[src/rtl/pwm_pkg.sv]
`default_nettype none
// ============================================================================
//  Module      : pwm_pkg
//  Description : Shared types and constants for the PWM configuration
//                sequencer and its PWM counter channel. Holds the PWM bus
//                width, the write-select encoding and the sequencer states.
//  Revision    : 1.0  initial release
// ============================================================================
package pwm_pkg;

    // Width of the PWM counter/registers and its data bus.
    localparam int PWM_W = 16;

    // Write select on the PWM channel's shared data/select bus.
    typedef enum logic [1:0] {
        SEL_NONE = 2'd0,
        SEL_CMP  = 2'd1,
        SEL_TOP  = 2'd2,
        SEL_CNT  = 2'd3
    } pwm_sel_t;

    // Sequencer states. ST_WAIT_SYNC is only reachable when the
    // period-synchronous update option is built in.
    typedef enum logic [2:0] {
        ST_IDLE      = 3'd0,
        ST_WAIT_SYNC = 3'd1,
        ST_WR_TOP    = 3'd2,
        ST_WR_CMP    = 3'd3,
        ST_WR_CNT    = 3'd4,
        ST_FIN       = 3'd5
    } seq_state_t;

endpackage
`default_nettype wire

[src/rtl/pwm_cfg_sequencer.sv]
`default_nettype none
// ============================================================================
//  Module      : pwm_cfg_sequencer
//  Description : Accepts a (top, cmp, restart) request over valid/ready,
//                clamps cmp to top, then writes top, cmp and optionally the
//                counter (to 0) into one PWM channel, one write per cycle.
//                Sole driver of the channel's d/sel bus.
//  Option      : `define PWM_SYNC_UPDATE_EN to hold non-restart updates in
//                WAIT_SYNC until the PWM wrap edge (pwm_cnt >= pwm_top).
//  Ports       : clk          system clock, rising edge
//                rst_n        synchronous active-low reset
//                req_valid/req_ready  request handshake
//                req_top/req_cmp/req_restart  request payload
//                pwm_cnt/pwm_top      monitored PWM state (option only)
//                pwm_d/pwm_sel        registered write bus to the PWM
//                busy, done, clamped  status
//  Revision    : 1.0  initial release
// ============================================================================
module pwm_cfg_sequencer
    import pwm_pkg::*;
#(
    parameter int W = PWM_W
) (
    input  logic         clk,
    input  logic         rst_n,
    input  logic         req_valid,
    output logic         req_ready,
    input  logic [W-1:0] req_top,
    input  logic [W-1:0] req_cmp,
    input  logic         req_restart,
    input  logic [W-1:0] pwm_cnt,
    input  logic [W-1:0] pwm_top,
    output logic [W-1:0] pwm_d,
    output logic [1:0]   pwm_sel,
    output logic         busy,
    output logic         done,
    output logic         clamped
);

    seq_state_t     r_state;
    logic [W-1:0]   r_top;
    logic [W-1:0]   r_cmp;
    logic           r_rst;
    logic           r_clamped;
    pwm_sel_t       r_sel;
    logic [W-1:0]   r_d;

    seq_state_t     w_state_nxt;
    pwm_sel_t       w_sel_nxt;
    logic [W-1:0]   w_d_nxt;
    logic           w_xfer;
    logic           w_clamp;
    logic [W-1:0]   w_top_nxt;
    logic [W-1:0]   w_cmp_nxt;

    assign w_xfer    = req_valid && (r_state == ST_IDLE);
    assign w_clamp   = (req_cmp > req_top);
    // Next values of the request latch; the write bus is decoded from these
    // so the top write is already on the bus in the cycle after transfer.
    assign w_top_nxt = w_xfer ? req_top : r_top;
    assign w_cmp_nxt = w_xfer ? (w_clamp ? req_top : req_cmp) : r_cmp;

`ifndef PWM_SYNC_UPDATE_EN
    // Monitored PWM state is only needed for the synchronous update option.
    logic w_unused_pwm;
    assign w_unused_pwm = ^{pwm_cnt, pwm_top};
`endif

    always_comb begin
        w_state_nxt = r_state;
        case (r_state)
            ST_IDLE: begin
                if (w_xfer) begin
`ifdef PWM_SYNC_UPDATE_EN
                    // A restart forces the counter anyway, so no need to wait.
                    w_state_nxt = req_restart ? ST_WR_TOP : ST_WAIT_SYNC;
`else
                    w_state_nxt = ST_WR_TOP;
`endif
                end
            end
`ifdef PWM_SYNC_UPDATE_EN
            ST_WAIT_SYNC: begin
                if (pwm_cnt >= pwm_top) begin
                    w_state_nxt = ST_WR_TOP;
                end
            end
`endif
            ST_WR_TOP: w_state_nxt = ST_WR_CMP;
            ST_WR_CMP: w_state_nxt = r_rst ? ST_WR_CNT : ST_FIN;
            ST_WR_CNT: w_state_nxt = ST_FIN;
            ST_FIN:    w_state_nxt = ST_IDLE;
            default:   w_state_nxt = ST_IDLE;
        endcase
    end

    // Write bus is decoded from the next state and registered, so it lines
    // up with the state that owns the write.
    always_comb begin
        w_sel_nxt = SEL_NONE;
        w_d_nxt   = '0;
        case (w_state_nxt)
            ST_WR_TOP: begin
                w_sel_nxt = SEL_TOP;
                w_d_nxt   = w_top_nxt;
            end
            ST_WR_CMP: begin
                w_sel_nxt = SEL_CMP;
                w_d_nxt   = w_cmp_nxt;
            end
            ST_WR_CNT: begin
                w_sel_nxt = SEL_CNT;
                w_d_nxt   = '0;
            end
            default: begin
                w_sel_nxt = SEL_NONE;
                w_d_nxt   = '0;
            end
        endcase
    end

    always_ff @(posedge clk) begin
        if (!rst_n) begin
            r_state   <= ST_IDLE;
            r_top     <= '0;
            r_cmp     <= '0;
            r_rst     <= 1'b0;
            r_clamped <= 1'b0;
            r_sel     <= SEL_NONE;
            r_d       <= '0;
        end else begin
            r_state <= w_state_nxt;
            r_sel   <= w_sel_nxt;
            r_d     <= w_d_nxt;
            if (w_xfer) begin
                r_top     <= w_top_nxt;
                r_cmp     <= w_cmp_nxt;
                r_rst     <= req_restart;
                r_clamped <= w_clamp;
            end
        end
    end

    assign req_ready = (r_state == ST_IDLE);
    assign busy      = (r_state != ST_IDLE) && (r_state != ST_FIN);
    assign done      = (r_state == ST_FIN);
    assign clamped   = r_clamped;
    assign pwm_sel   = r_sel;
    assign pwm_d     = r_d;

endmodule
`default_nettype wire

[config.mk]
export PLATFORM = sky130hd
export DESIGN_NAME = pwm_cfg_sequencer
export DESIGN_NICKNAME = d
export VERILOG_FILES = /design/src/rtl/pwm_pkg.sv /design/src/rtl/pwm_cfg_sequencer.sv
export SDC_FILE = /design/constraint.sdc
export NUM_CORES = 1
export LEC_CHECK = 0
export CELL_PAD_IN_SITES_DETAIL_PLACEMENT = 0
export CELL_PAD_IN_SITES_GLOBAL_PLACEMENT = 2
export CORE_MARGIN = 2
export CORE_UTILIZATION = 23
export DETAILED_ROUTE_END_ITERATION = 16
export PLACE_DENSITY_LB_ADDON = 0.1
export SLEW_MARGIN = 20
export SYNTH_ARGS = -nofsm -noshare
export SYNTH_HDL_FRONTEND = slang
export SYNTH_SLANG_ARGS = --single-unit
[constraint.sdc]
create_clock -name clk -period 2.5 [get_ports clk]
set_input_delay 0.5 -clock clk [delete_from_list [all_inputs] [get_ports clk]]
set_output_delay 0.5 -clock clk [all_outputs]
set_load 0.05 [all_outputs]
==> impl_metrics.toml <==
[clock_tree]
clk_path_buf_depth = 2
cts_sinks = 39
cts_max_level = 2
clk_pin_slew_ns = 0.08
clock_latency_ns = 0.29
cts_root_buffer = "clkbuf_8"
numCtsBuffers = 5
post_cts_buffers = 0
tritoncts = "yes"

[cells_and_area]
final_cell_mix = "57 x clkdlybuf4s50_1, 39 x dfxtp_1, 32 x nand2_1"
final_common_cell = "clkdlybuf4s50_1"
area_delta_synth_final_pct = 48.1
fill_cells = 996
antenna_cells = 0
nets = 416
drive_above_1_share = 0.156

[timing]
setup_viol = 0
skew_ns = 0.00518
setup_slack_ns = 0.0867
hold_viol_final = 0
maxSlewViolCount = 0
worst_slew_pin_slew_ns = 0.513
finalCriticalPeriod_ns = 2.41
fmax_mhz = 414
rsz0062_at_grt = "true"
relSlewSlack = 0.657
final.period_utilization = 0.965

[job]
drv_cap = 0

[placement]
place_hpwl_microns = 4680
place_congestion = 0.699
io_buffers = 57
place_ws_ns = -0.384

[die]
floorplan.rows = 35
core_area_sq_um = 9110
dieArea_sq_um = 10000
die_h_microns = 100
pin_count = 90
die_w_microns = 100
initial_utilization = 0.233

[grt]
grt_pass1_vias = 2018
grt_pass1_wl_microns = 10600
overflow = 0
track_usage = 0.137
antenna_found_initial = 0
grt_start_max_net_pins = 23

[synthesis]
synth_edf_count = 0
syn_inst = 256
yosys_register_bits = 39
netlist_area_sq_um = 2130
ys.flop_type = "dfxtp_1"
synth-seq-area-share = 0.367
synth_area_per_cell_sq_um = 8.30
synth_nets = 340
yosys.cell_types.count = 33
ys_warn_count = 0
synth-async-reset-ratio = 0

[detailed_routing]
drt-pass1-iter-count = 4
ant_nets = 0
vias = 2045
wire_per_inst_microns = 15.0
wl_microns = 6660
drt-initial-drc-count = 54
vias_per_cell = 4.61
drc_errors = 0

[pwr]
leakage_nw = 1.25
powerDensity_nw_per_um2 = 616
peakVddDrop_uv = 355
fin_total_pwr_mw = 1.94

[status]
status = "finished, final reports clean"

[setup_path]
reg2reg_to = "pwm_d[14]$_SDFF_PN0_"
reg2reg_from = "r_state[0]$_SDFF_PN0_"
ff2ff_path_depth = 5
crit_arrival_ns = 2.60
worstSetupStartpointType = "primary input"
crit_type = "in2reg"
critPathRequiredTime_ns = 2.69
cp_max_fo = 8
r2r_slack_ns = 0.82
critPathCaptureType = "register"

[worst_hold_path]
hold_class = "reg2reg"
min_path_cells = 2
hold_end = "pwm_d[10]$_SDFF_PN0_"
hp-start = "r_cmp[10]$_SDFFE_PN0P_"
through the flow:
stage / util / std cells / area (sq um) / TNS (ns) / hold slack, ns
6_report: 0.346 / 444 / 3150 / 0 / 0.458
5_1_grt: 0.346 / 444 / 3150 / -0.00596 / 0.474
4_1_cts: 0.340 / 443 / 3090 / 0 / 0.462
3_5_place_dp: 0.324 / 434 / 2960 / -5.98 / 0.445
3_3_place_gp: 0.324 / 434 / 2960 / -5.49 / 0.444
2_1_floorplan: - / 256 / 2130 / 0 / 0.432
critical path: stages:
cell and delay (ns):
clkdlybuf4s50_1 0.51, inv_1 0.09, ha_4 0.29, nand4_4 0.13
nor4_4 0.35, a21bo_4 0.30, and4_4 0.20, o21ai_1 0.15
a21oi_1 0.08
logic make-up after synthesis:
| family | count (synthesis) | share of synthesized area |
|---|---|---|
| AOI/OAI and AO/OA | 103 | 0.283 |
| and+or+nand+nor | 60 | 0.160 |
| DFF | 39 | 0.367 |
| buffers and inverters | 37 | 0.0912 |
| adders and majority gates | 16 | 0.0942 |
| muxes | 1 | 0.00471 |
how the worst max path moves through the flow:
stage | from | to | slack, ns | cells past startpoint
floorplan | r_state[0]$_SDFF_PN0_ | busy | 0.26 | 4
global placement | req_top[15] | r_cmp[2]$_SDFFE_PN0P_ | -0.37 | 9
detailed placement | req_top[15] | r_cmp[2]$_SDFFE_PN0P_ | -0.38 | 11
CTS | req_top[9] | r_cmp[2]$_SDFFE_PN0P_ | 0.02 | 9
global route | req_top[15] | r_cmp[10]$_SDFFE_PN0P_ | -0.003 | 10
finish | req_top[15] | r_cmp[2]$_SDFFE_PN0P_ | 0.09 | 9
timing repair:
| action | 4_1_cts | 5_1_grt |
|---|---|---|
| resized for setup | 6 | 7 |
| pin swaps | 2 | 1 |
| endpoints found under the setup margin | 16 | 17 |
| hold buffers | 0 | 0 |
| gates cloned | 1 | 1 |
| endpoints found under the hold margin | 0 | 0 |
registers in the layout, summed over array words and instances (netlist names):
| name | flops |
|---|---|
| clamped | 1 |
| pwm_sel | 2 |
| pwm_d | 16 |
| r_state | 3 |
| r_rst | 1 |
| r_cmp | 16 |
synthesized netlist by cell type (6+ instances only):
library cell / instances / area, sq um
a21oi_1: 23 / 115
buf_2: 6 / 30.0
a21boi_0: 13 / 97.6
o21ai_0: 32 / 160
dfxtp_1: 39 / 781
o21ai_1: 9 / 45.0
a31oi_1: 17 / 106
ha_1: 16 / 200
clkbuf_1: 9 / 33.8
nand2_1: 32 / 120
inv_1: 17 / 63.8
nor2_1: 7 / 26.3
power breakdown:
group | switching (mW) | internal, mW
Sequential | 0.0331 | 0.694
Clock | 0.254 | 0.298
Combinational | 0.386 | 0.275
Total | 0.673 | 1.27
area by class of cell:
| class | count | area [sq um] | area share |
|---|---|---|---|
| Multi-Input combinational cell | 182 | 1220 | 0.389 |
| Timing Repair Buffer | 87 | 828 | 0.263 |
| Sequential cell | 39 | 781 | 0.248 |
| Tap cell | 111 | 139 | 0.0441 |
| Clock buffer | 5 | 68.8 | 0.0219 |
| Inverter | 17 | 63.8 | 0.0203 |
| Clock inverter | 3 | 43.8 | 0.0139 |
layer usage:
metal  vias up  wire length [microns]  track usage
li1       1055                      -            -
met1       938                   3340        0.184
met2        47                   2960        0.224
met3         5                    292       0.0299
met4         0                     63       0.0327
met5         -                      0            0
Note: power is estimated with default switching activity, not from simulation.
